File: src/rtl/fetch_unit_if.sv
// Fetch-stage bundle: instruction memory, IF/ID outputs, EX redirect and predictor update.
// The master modport is the fetch unit's side of the bundle.
interface fetch_unit_if;
  logic        en;
  logic [31:0] imem_addr;
  logic [31:0] imem_data;
  logic [31:0] pc4_out;
  logic [31:0] instruction_out;
  logic        prediction_out;
  logic        redirect_valid;
  logic [31:0] redirect_pc;
  logic        flush_out;
  logic        update_valid;
  logic [31:0] update_pc;
  logic        update_taken;
  logic [31:0] update_target;

  modport master (
    input  en, imem_data, redirect_valid, redirect_pc,
           update_valid, update_pc, update_taken, update_target,
    output imem_addr, pc4_out, instruction_out, prediction_out, flush_out
  );

  modport slave (
    output en, imem_data, redirect_valid, redirect_pc,
           update_valid, update_pc, update_taken, update_target,
    input  imem_addr, pc4_out, instruction_out, prediction_out, flush_out
  );
endinterface

File: src/rtl/fetch_unit.sv
// PC register with a direct-mapped BTB and 2-bit bimodal predictor; one fetch per cycle.
// Lookup is combinational from the current PC; en=0 holds the PC, a redirect wins over en.
module fetch_unit #(
  parameter logic [31:0] RESET_PC   = 32'h0000_0000,
  parameter int          INDEX_BITS = 4
) (
  input  logic         clk,
  input  logic         rst,
  fetch_unit_if.master bus
);
  localparam int ENTRIES = 1 << INDEX_BITS;
  localparam int TAG_W   = 32 - INDEX_BITS - 2;

  logic [31:0]           pc_q, pc_d;
  logic [1:0]            cnt_q    [ENTRIES];
  logic [1:0]            cnt_d    [ENTRIES];
  logic                  valid_q  [ENTRIES];
  logic                  valid_d  [ENTRIES];
  logic [TAG_W-1:0]      tag_q    [ENTRIES];
  logic [TAG_W-1:0]      tag_d    [ENTRIES];
  logic [31:0]           target_q [ENTRIES];
  logic [31:0]           target_d [ENTRIES];

  logic [INDEX_BITS-1:0] idx, uidx;
  logic [TAG_W-1:0]      pc_tag, upd_tag;
  logic [31:0]           pc_plus4, next_pc;
  logic                  hit;
  logic [1:0]            ucnt;

  assign idx      = pc_q[INDEX_BITS+1:2];
  assign pc_tag   = pc_q[31:INDEX_BITS+2];
  assign uidx     = bus.update_pc[INDEX_BITS+1:2];
  assign upd_tag  = bus.update_pc[31:INDEX_BITS+2];
  assign pc_plus4 = pc_q + 32'd4;

  // Lookup reads only the _q state, so a same-cycle update to this index is seen next cycle.
  assign hit     = valid_q[idx] && (tag_q[idx] == pc_tag) && cnt_q[idx][1];
  assign next_pc = hit ? target_q[idx] : pc_plus4;
  assign ucnt    = cnt_q[uidx];

  assign bus.imem_addr       = pc_q;
  assign bus.pc4_out         = pc_plus4;
  assign bus.instruction_out = bus.imem_data;
  assign bus.prediction_out  = hit;
  assign bus.flush_out       = bus.redirect_valid;

  always_comb begin
    pc_d     = pc_q;
    cnt_d    = cnt_q;
    valid_d  = valid_q;
    tag_d    = tag_q;
    target_d = target_q;

    if (!rst) begin
      pc_d = RESET_PC;
      for (int i = 0; i < ENTRIES; i++) begin
        cnt_d[i]   = 2'b01;
        valid_d[i] = 1'b0;
      end
    end else begin
      if (bus.redirect_valid) begin
        pc_d = {bus.redirect_pc[31:2], 2'b00};
      end else if (bus.en) begin
        pc_d = next_pc;
      end

      // No associativity: a taken update simply claims the slot for its own tag.
      if (bus.update_valid) begin
        if (bus.update_taken) begin
          cnt_d[uidx]    = (ucnt == 2'b11) ? 2'b11 : ucnt + 2'd1;
          valid_d[uidx]  = 1'b1;
          tag_d[uidx]    = upd_tag;
          target_d[uidx] = bus.update_target;
        end else begin
          cnt_d[uidx]    = (ucnt == 2'b00) ? 2'b00 : ucnt - 2'd1;
        end
      end
    end
  end

  always_ff @(posedge clk) begin
    pc_q     <= pc_d;
    cnt_q    <= cnt_d;
    valid_q  <= valid_d;
    tag_q    <= tag_d;
    target_q <= target_d;
  end
endmodule

File: src/flat_wrapper.sv
// flat-port wrapper written by rule: the top's interface ports become plain ports
module fetch_unit_flat 
#(
  parameter logic [31:0] RESET_PC   = 32'h0000_0000,
  parameter int          INDEX_BITS = 4
)
  (clk, rst, bus_en, bus_imem_data, bus_redirect_valid, bus_redirect_pc, bus_update_valid, bus_update_pc, bus_update_taken, bus_update_target, bus_imem_addr, bus_pc4_out, bus_instruction_out, bus_prediction_out, bus_flush_out);
  fetch_unit_if bus_i ();
  input  logic clk;
  input  logic rst;
  input wire logic [$bits(bus_i.en)-1:0] bus_en;
  input wire logic [$bits(bus_i.imem_data)-1:0] bus_imem_data;
  input wire logic [$bits(bus_i.redirect_valid)-1:0] bus_redirect_valid;
  input wire logic [$bits(bus_i.redirect_pc)-1:0] bus_redirect_pc;
  input wire logic [$bits(bus_i.update_valid)-1:0] bus_update_valid;
  input wire logic [$bits(bus_i.update_pc)-1:0] bus_update_pc;
  input wire logic [$bits(bus_i.update_taken)-1:0] bus_update_taken;
  input wire logic [$bits(bus_i.update_target)-1:0] bus_update_target;
  output wire logic [$bits(bus_i.imem_addr)-1:0] bus_imem_addr;
  output wire logic [$bits(bus_i.pc4_out)-1:0] bus_pc4_out;
  output wire logic [$bits(bus_i.instruction_out)-1:0] bus_instruction_out;
  output wire logic [$bits(bus_i.prediction_out)-1:0] bus_prediction_out;
  output wire logic [$bits(bus_i.flush_out)-1:0] bus_flush_out;
  assign bus_i.en = bus_en;
  assign bus_i.imem_data = bus_imem_data;
  assign bus_i.redirect_valid = bus_redirect_valid;
  assign bus_i.redirect_pc = bus_redirect_pc;
  assign bus_i.update_valid = bus_update_valid;
  assign bus_i.update_pc = bus_update_pc;
  assign bus_i.update_taken = bus_update_taken;
  assign bus_i.update_target = bus_update_target;
  assign bus_imem_addr = bus_i.imem_addr;
  assign bus_pc4_out = bus_i.pc4_out;
  assign bus_instruction_out = bus_i.instruction_out;
  assign bus_prediction_out = bus_i.prediction_out;
  assign bus_flush_out = bus_i.flush_out;
  fetch_unit #(.RESET_PC(RESET_PC), .INDEX_BITS(INDEX_BITS)) u_core (.clk(clk), .rst(rst), .bus(bus_i));
endmodule
File: config.mk
export PLATFORM = sky130hd
export DESIGN_NAME = fetch_unit_flat
export DESIGN_NICKNAME = d
export VERILOG_FILES = /design/src/rtl/fetch_unit_if.sv /design/src/rtl/fetch_unit.sv /design/src/flat_wrapper.sv
export SDC_FILE = /design/constraint.sdc
export NUM_CORES = 1
export LEC_CHECK = 0
export ABC_AREA = 0
export BUFFER_PORTS_ARGS = -buffer_cell sky130_fd_sc_hd__buf_4
export CAP_MARGIN = 20
export CORE_MARGIN = 2
export CORE_UTILIZATION = 60
export CTS_CLUSTER_DIAMETER = 50
export CTS_CLUSTER_SIZE = 40
export DETAILED_ROUTE_END_ITERATION = 8
export PLACE_DENSITY = 0.86
export SLEW_MARGIN = 30
export SYNTH_ARGS = -nofsm -noshare
export SYNTH_HDL_FRONTEND = slang
export SYNTH_SLANG_ARGS = --single-unit
File: constraint.sdc
create_clock -name clk -period 6 [get_ports clk]
set_input_delay 0.9 -clock clk [delete_from_list [all_inputs] [get_ports clk]]
set_output_delay 0.9 -clock clk [all_outputs]
set_load 0.01 [all_outputs]
Yosys cells after proc, flatten, opt, wreduce, memory -nomap -nowiden --
Cells that the tools add are included.
Operators by class: $add $sub $neg 3, order comparisons 3, equal/unequal tests 2, muxes and demuxes 33, bitwise logic cells 4, reduce and logical (&&, ||, !) cells 8
Operators with widths (count):
- $bwmux 512 | 1
- $bwmux 416 | 1
- $mux 32 | 7
- $bmux 32 s4 | 1
- $demux 32 s4 | 1
- $bmux 26 s4 | 1
- $demux 26 s4 | 1
- $mux 26 | 3
- $bwmux 32 | 2
- $add 32x3->32 const B | 1
- $eq 26x26->1 | 1
- $bmux 2 s4 | 2
- $or 16x16->16 | 1
- $mux 2 | 7
- $ge 5x5->1 const B | 2
- $not 4->5 | 2
- $demux 2 s4 | 1
- $lt 5x1->1 const B | 1
- $bmux 1 s4 | 1
- $demux 1 s4 | 1
- $logic_and 1x1->1 | 3
- $mux 1 | 3
- $reduce_and 3->1 | 1
- $add 2x1->2 const B | 1
- 7 further kinds | 7
Word-level totals: flip-flop bits (word level) 1008, output and inout port bits 98, logic and storage cells 119

Depth between registers and ports, before layout --
Gate-level depths: netlist of run 1.
depth after elaboration 10, mapped depth 15

Least setup slack after synthesis of run 1 --
No wires, ideal clock.
path kind in2reg, start point in bus_update_pc[2], end point reg u_core.tag_q[0] in the netlist's numbering, enable pin, setup time 0.482 ns, arrival 4.474 ns, required time 5.518 ns, path slack 1.044 ns, cell stages on the path 4, cells stage by stage clkbuf_1 clkbuf_1 and3_1 nor2b_1
RTL lines:
- start: declaration | RTL line flat_wrapper.sv:16 | input wire logic [$bits(bus_i.update_pc)-1:0] bus_update_pc;
- end signal: assignment | RTL line fetch_unit.sv:85 | tag_q <= tag_d;
- end: declaration | RTL line fetch_unit.sv:19 | logic [TAG_W-1:0] tag_q [ENTRIES];

Worst setup path after layout of run 1 --
start point reg u_core.pc_q[3], in the netlist u_core.bus.imem_addr[3], end point out bus_prediction_out
On the way: longest elaborated chain between the ends 7, elaborated cells on any way between the ends 13, those cells by class 1 x eq/ne; 9 x mux; 1 x bitwise; 2 x reduce/logical
RTL lines:
- start: declaration | RTL line fetch_unit.sv:14 | logic [31:0] pc_q, pc_d;
- start signal: assignment | RTL line fetch_unit.sv:82 | pc_q <= pc_d;
- $not 4->5 (implied by the code) (*) | RTL line fetch_unit.sv:37 | assign hit = valid_q[idx] && (tag_q[idx] == pc_tag) && cnt_q[idx][1];
- $bmux 26 s4 | RTL line fetch_unit.sv:37
- $mux 26 (implied by the code) (2 in series) | RTL line fetch_unit.sv:37
- $eq 26x26->1 | RTL line fetch_unit.sv:37
- $logic_and 1x1->1 | RTL line fetch_unit.sv:37
- $logic_and 1x1->1 (*) | RTL line fetch_unit.sv:37
- end: declaration | RTL line flat_wrapper.sv:22 | output wire logic [$bits(bus_i.prediction_out)-1:0] bus_prediction_out;
Every way passes the cells marked *; elsewhere a longest branch is shown, timed or not. The select of a mux whose other input is x is not followed.

==> summary.md, run 1 <==
| Metric | Value |
|---|---|
| Mapped Cells | 2067 |
| CTS Hold Bufs | 0 |
| Net Sw Frac | 0.243 |
| Initial core utilization | 0.605 |
| Clk root buf | clkbuf_16 |
| Post-synth EDFFs | 928 |
| Worst min path class | input pin to register |
| Combinational share of power | 0.077 |
| Avg Inst Size Synth | 19.6 um2 |
| Worst-path clk slew | 0.08 ns |
| Part of the power in registers | 0.537 |
| Layout cells sized above 1 | 0.298 |
| Final antenna-violating net count | 0 |
| Final Non-Filler Cells | 3163 |
| CP startpoint kind | register |
| Synth-to-Final Area Change | 12.4% |
| Nets | around 2400 |
| CORE AREA | 67000 um2 |
| Placed Area | 42700 um2 |
| Row count | 95 |
| # Max-Cap Violations | 0 |
| Setup Fix Bufs, Post-CTS | 0 |
| PD cells | 319 nW/um2 |
| CP Class | register to primary output |
| Data arrival, critical path | 4.72 ns |
| Top_reg_cell synth | edfxtp_1 |
| Sequential area share after synthesis | 0.727 |
| Post-DR vias/cell | 7.16 |
| Die ar. | between 60000 and 70000 um2 |
| Clock sink total | 1008 |
| Vias in the first global route | 22605 |
| GP Congestion | 0.931 |
| Yosys warns | 0 |
| Initial antenna violation count | 5 |
| Aggregate global routing overflow | 0 |
| Number of remaining DRC errors | 0 |
| Per-cell routed wire length | about 34 um |
| Worst Skew | 0.0307 ns |
| Final hold violation count | 0 |
| Chip width | 264 um |
| Final HPWL DP | 62900 um |
| DR vias | 22639 |
| Max Buffers Root-to-Sink | 3 |
| Starting DRT DRC Count | between 3000 and 4000 |
| Final Slew Violations | 0 |
| Die H | 264 um |
| Most common library cell in the layout ignoring fill and taps | edfxtp_1 |
| Worst skew pair latency | 0.66 ns |
| TritonCTS Buffers | 82 |
| Netlist cell types | 68 |
| Part of the cycle the worst path needs | 0.936 |
| Most frequent cells in the layout | edfxtp_1, mux4_2, buf_4 |
| Cell Area, Synth | 40500 um2 |
| Required @ worst endpoint | 5.10 ns |
| Fillers | between 3000 and 4000 |
| I/O Buffers | 163 |
| TNS Setup | 0 ns |
| CTS tree | built |
| H-tree depth | 3 |
| Ys async rst share | 0 |
| # setup viols final | 0 |
| Clock share of power | 0.385 |
| Routed WL | 109000 um |
| CP Capture Type | primary output |
| Worst-margin pin slew | ~0.92 ns |
| Synth top area share | 0.687 |
| Post-synth top area cell | edfxtp_1 |
| CTS resizes | 0 |
| Largest net degree at the start of global routing | 57 |
| Synth area leaders | edfxtp_1, mux4_2, dfxtp_1 |
| Synthesized flop and latch total | 1008 |
| Lkg Pwr | 14.8 nW |
| IO Count | 232 |
| Switching pwr | 3.53 mW |
| Pint | 11.0 mW |
| DRT Pass-1 Iters | 6 |
| Syn Nets | 2202 |
| Outcome | finished, final reports clean |
| GRT Total Usage | 0.314 |
| DP Cell Count | 3011 |
| CP max FO | 49 |
| First-pass GRT wire length | 156000 um |
| Fmax | between 150 and 200 MHz |
| RSZ-0062 raised after global routing | false |
| Post-route cell area | 45600 um2 |
| Maximum vdd ir drop | 0.000297 V |
| Min Tclk post-route | ~5.6 ns |
| Slew headroom | 0.386 |
## cells in the mapped netlist (3+ instances only)
master	n
edfxtp_1	928
mux4_2	260
mux2i_1	90
nand2_1	86
dfxtp_1	80
clkbuf_1	63
nor2_1	52
xnor2_1	48
buf_4	47
nand3_1	42
buf_2	32
nor3_1	30
nor2b_1	24
nor3b_1	22
buf_1	20
a21oi_1	19
xor2_1	19
a21o_1	17
and3_1	17
o41ai_2	14
o21ai_0	12
a22oi_1	10
nand4_1	9
a211oi_1	7
inv_1	7
nand2b_1	7
o211ai_1	7
o41ai_1	7
a31oi_1	6
a2111oi_0	5
o22ai_1	5
a21boi_0	4
nor4_1	4
nor4b_1	4
o31ai_1	4
a22o_1	3
a41oi_1	3
and2_1	3
nand3b_1	3
o21bai_1	3
o311ai_0	3
or2_2	3
or3_1	3
or3b_1	3
## final cells by class
class / count / area [um2] / share of cell area
Tap cell: 873 / 1090 / 0.0240
Clock inverter: 61 / 667 / 0.0146
Inverter: 11 / 42.5 / 0.000934
Timing Repair Buffer: 235 / 1830 / 0.0401
Multi-Input combinational cell: 884 / 10300 / 0.226
Clock buffer: 90 / 2150 / 0.0471
Sequential cell: 1008 / 29500 / 0.647
Antenna cell: 1 / 2.50 / 0.0000549
## power groups by stage
stage          clock network, mW  registers (mW)  logic [mW]
6_report                    5.61            7.82        1.13
5_1_grt                     5.86            7.82        1.18
4_1_cts                     5.63            7.81        1.11
3_5_place_dp                   0            7.97        1.09
3_3_place_gp                   0            7.97        1.05
2_1_floorplan                  0            7.91       0.737
## per-stage QoR
stage / setup WS (ns) / power, mW / utilization / hold WS, ns
6_report: 0.384 / 14.6 / 0.680 / 0.448
5_1_grt: 0.262 / 14.9 / 0.680 / 0.447
4_1_cts: 0.416 / 14.6 / 0.680 / 0.425
3_5_place_dp: 1.20 / 9.06 / 0.638 / 0.440
3_3_place_gp: 1.20 / 9.02 / 0.637 / 0.433
2_1_floorplan: 1.04 / 8.64 / - / 0.427
## worst max-delay path, stage by stage (launching register included)
cell and delay, ns:
dfxtp_4 0.92, buf_4 0.50, mux4_2 0.37, mux4_2 0.51, xnor2_1 0.42, inv_1 0.09
nor4_1 0.31, nand3_1 0.54, inv_1 0.18, buf_4 0.15
## state kept, by name, indices dropped and copies added (netlist names)
| signal | flops |
|---|---|
| u_core.tag_q | 416 |
| u_core.bus.imem_addr | 32 |
| u_core.target_q | 512 |
| u_core.cnt_q | 32 |
| u_core.valid_q | 16 |
## final timing paths
| path | endpoint | start | cells after the start | slack, ns |
|---|---|---|---|---|
| max reg2reg | u_core.bus.imem_addr[3] | u_core.bus.imem_addr[3] | 11 | 1.19 |
| min | u_core.bus.imem_addr[18] | bus_redirect_pc[18] | 3 | 0.45 |
| max | bus_prediction_out | u_core.bus.imem_addr[3] | 9 | 0.38 |
| min reg2reg | u_core.valid_q[8] | u_core.valid_q[8] | 1 | 0.46 |
## metal layers
layer,vias to the layer above,GRT usage,wire length [um],share of wire
li1,8731,-,-,-
met2,2064,0.490,51800,0.48
met4,4,0.137,5150,0.047
met3,397,0.0881,15000,0.14
met5,-,0,22,0.00020
met1,11443,0.420,36800,0.34
## cells by family after synthesis
| logic type | after synthesis | synth area share |
|---|---|---|
| flops | 1008 | 0.727 |
| mux | 350 | 0.167 |
| simple gates | 323 | 0.0411 |
| buf+inv | 175 | 0.0219 |
| compound gates | 141 | 0.0281 |
| xor+xnor | 67 | 0.0145 |
| fa+ha+maj | 3 | 0.000802 |
Power figures use the tool's default switching activity.
==> inputs of run 2 (changes only) <==
PLACE_DENSITY = 0.79   (was 0.86)
==> summary.md, run 2 (same netlist as run 1, synthesis figures left out) <==
| Metric | Value |
|---|---|
| Worst min path class | input pin to register |
| Die H | 264 um |
| I/O Buffers | ~160 |
| Layout cells sized above 1 | 0.295 |
| Clock share of power | 0.373 |
| Worst-path clk slew | 0.08 ns |
| CORE AREA | 67000 um2 |
| Most common library cell in the layout ignoring fill and taps | edfxtp_1 |
| Aggregate global routing overflow | 0 |
| Starting DRT DRC Count | 3241 |
| # Max-Cap Violations | 0 |
| Data arrival, critical path | roughly 4.7 ns |
| Setup Fix Bufs, Post-CTS | 0 |
| Largest regs | u_core.target_q (512), u_core.tag_q (416) |
| DR vias | 21886 |
| Crit path from | u_core.bus.imem_addr[2] |
| Final antenna-violating net count | 0 |
| H-tree depth | 3 |
| TNS Setup | 0 ns |
| Required @ worst endpoint | 5.10 ns |
| Largest net degree at the start of global routing | 74 |
| Row count | 95 |
| GP Congestion | between 0.8 and 0.9 |
| DRT Pass-1 Iters | 5 |
| RSZ-0062 raised after global routing | false |
| Worst path max stage delay | between 0.8 and 0.9 ns |
| PD cells | 313 nW/um2 |
| Clock sink total | 1008 |
| Most frequent cells in the layout | edfxtp_1, mux4_2, buf_4 |
| CP top delay family | simple AND/OR/NAND/NOR gates |
| Combinational share of power | 0.079 |
| Per-cell routed wire length | 32.7 um |
| Top cell by count, worst path | nand3_1 |
| Switching pwr | 3.31 mW |
| Hold slack | 0.455 ns |
| Chip width | approximately 260 um |
| CTS Hold Bufs | 0 |
| Fmax | 179 MHz |
| Number of remaining DRC errors | 0 |
| CP startpoint kind | register |
| Nets | 2352 |
| CP max FO | 37 |
| IO Count | 232 |
| Crit-path cells | buf_12, mux4_2, mux2i_1, xor2_1, nand3_1, or4_4, a211oi_1, nand3_1, inv_1, buf_4 |
| CTS tree | built |
| CP Class | register to primary output |
| Net Sw Frac | 0.232 |
| CP max stage cell | dfxtp_4 |
| Final HPWL DP | 60500 um |
| # setup viols final | 0 |
| GRT Total Usage | 0.298 |
| Max Buffers Root-to-Sink | 3 |
| Vias in the first global route | 21800 |
| Slew headroom | 0.301 |
| Die ar. | 69700 um2 |
| TritonCTS Buffers | 78 |
| First-pass GRT wire length | 149000 um |
| Final Slew Violations | 0 |
| Outcome | finished, final reports clean |
| Worst Skew | 0.0206 ns |
| Worst-margin pin slew | 1.05 ns |
| Layout Utilization | 0.679 |
| Initial core utilization | 0.605 |
| CP Capture Type | primary output |
| Synth-to-Final Area Change | 12.3% |
| CTS resizes | 0 |
| Routed WL | roughly 100000 um |
| Part of the power in registers | 0.548 |
| Largest register FFs | 512 |
| Worst skew pair latency | 0.64 ns |
| Initial antenna violation count | 4 |
| FF-to-FF setup slack | approximately 1.2 ns |
| Clk root buf | clkbuf_16 |
| DP Cell Count | between 3000 and 4000 |
| Lkg Pwr | between 10 and 15 nW |
| Post-DR vias/cell | just under 7 |
| WP buf/inv | 3 |
| Maximum vdd ir drop | 0.000268 V |
| Reg2Reg Launch Point | u_core.bus.imem_addr[2] |
| Largest register by flop count | u_core.target_q |
| Pint | between 10 and 15 mW |
| Final hold violation count | 0 |
| Final Non-Filler Cells | 3155 |
| Hold wc startpoint | bus_redirect_pc[23] |
| Min Tclk post-route | 5.58 ns |
| Part of the cycle the worst path needs | 0.931 |
run 2: cell type report:
class / instances / area [um2]
sequential: 1008 / 29500
fill: 4153 / 21500
multi-input combinational: 884 / 10300
clock buffer: 88 / 2080
timing repair buffer: 234 / 1970
tap: 873 / 1090
clock inverter: 54 / 539
inverter: 11 / 42.5
antenna: 3 / 7.51
run 2: tightest hold or removal path: cells and delay by family:
kind / cells / cell delay, ns
compound gates: 1 / 0.04
buf+inv: 1 / 0.07
simple gates: 1 / 0.05
run 2: stage by stage:
stage	setup slack, ns	cell area, um2	total power [mW]
global route	0.170	45500	14.6
global placement	0.942	42700	9.03
detailed placement	0.909	42800	9.06
CTS	0.209	45400	14.3
finish	0.416	45500	14.2
floorplan	1.04	40500	8.64
run 2: power groups by stage:
stage	clock network, mW	logic, mW	registers, mW
finish	5.31	1.12	7.80
detailed placement	0	1.09	7.97
floorplan	0	0.737	7.91
global route	5.59	1.18	7.81
global placement	0	1.07	7.96
CTS	5.36	1.10	7.81
run 2: path summary, 6_finish.rpt:
check	cells after the start	to
max reg2reg	11	u_core.bus.imem_addr[3]
min reg2reg	1	u_core.valid_q[7]
max	10	bus_prediction_out
min	3	u_core.bus.imem_addr[23]
run 2: per-layer routing:
layer  GRT usage  vias up  part of all wire
met5           0        -           0.00017
li1            -     8733                 -
met3      0.0780      197              0.13
met1       0.427    11376              0.37
met2       0.460     1576              0.48
met4      0.0885        4             0.025
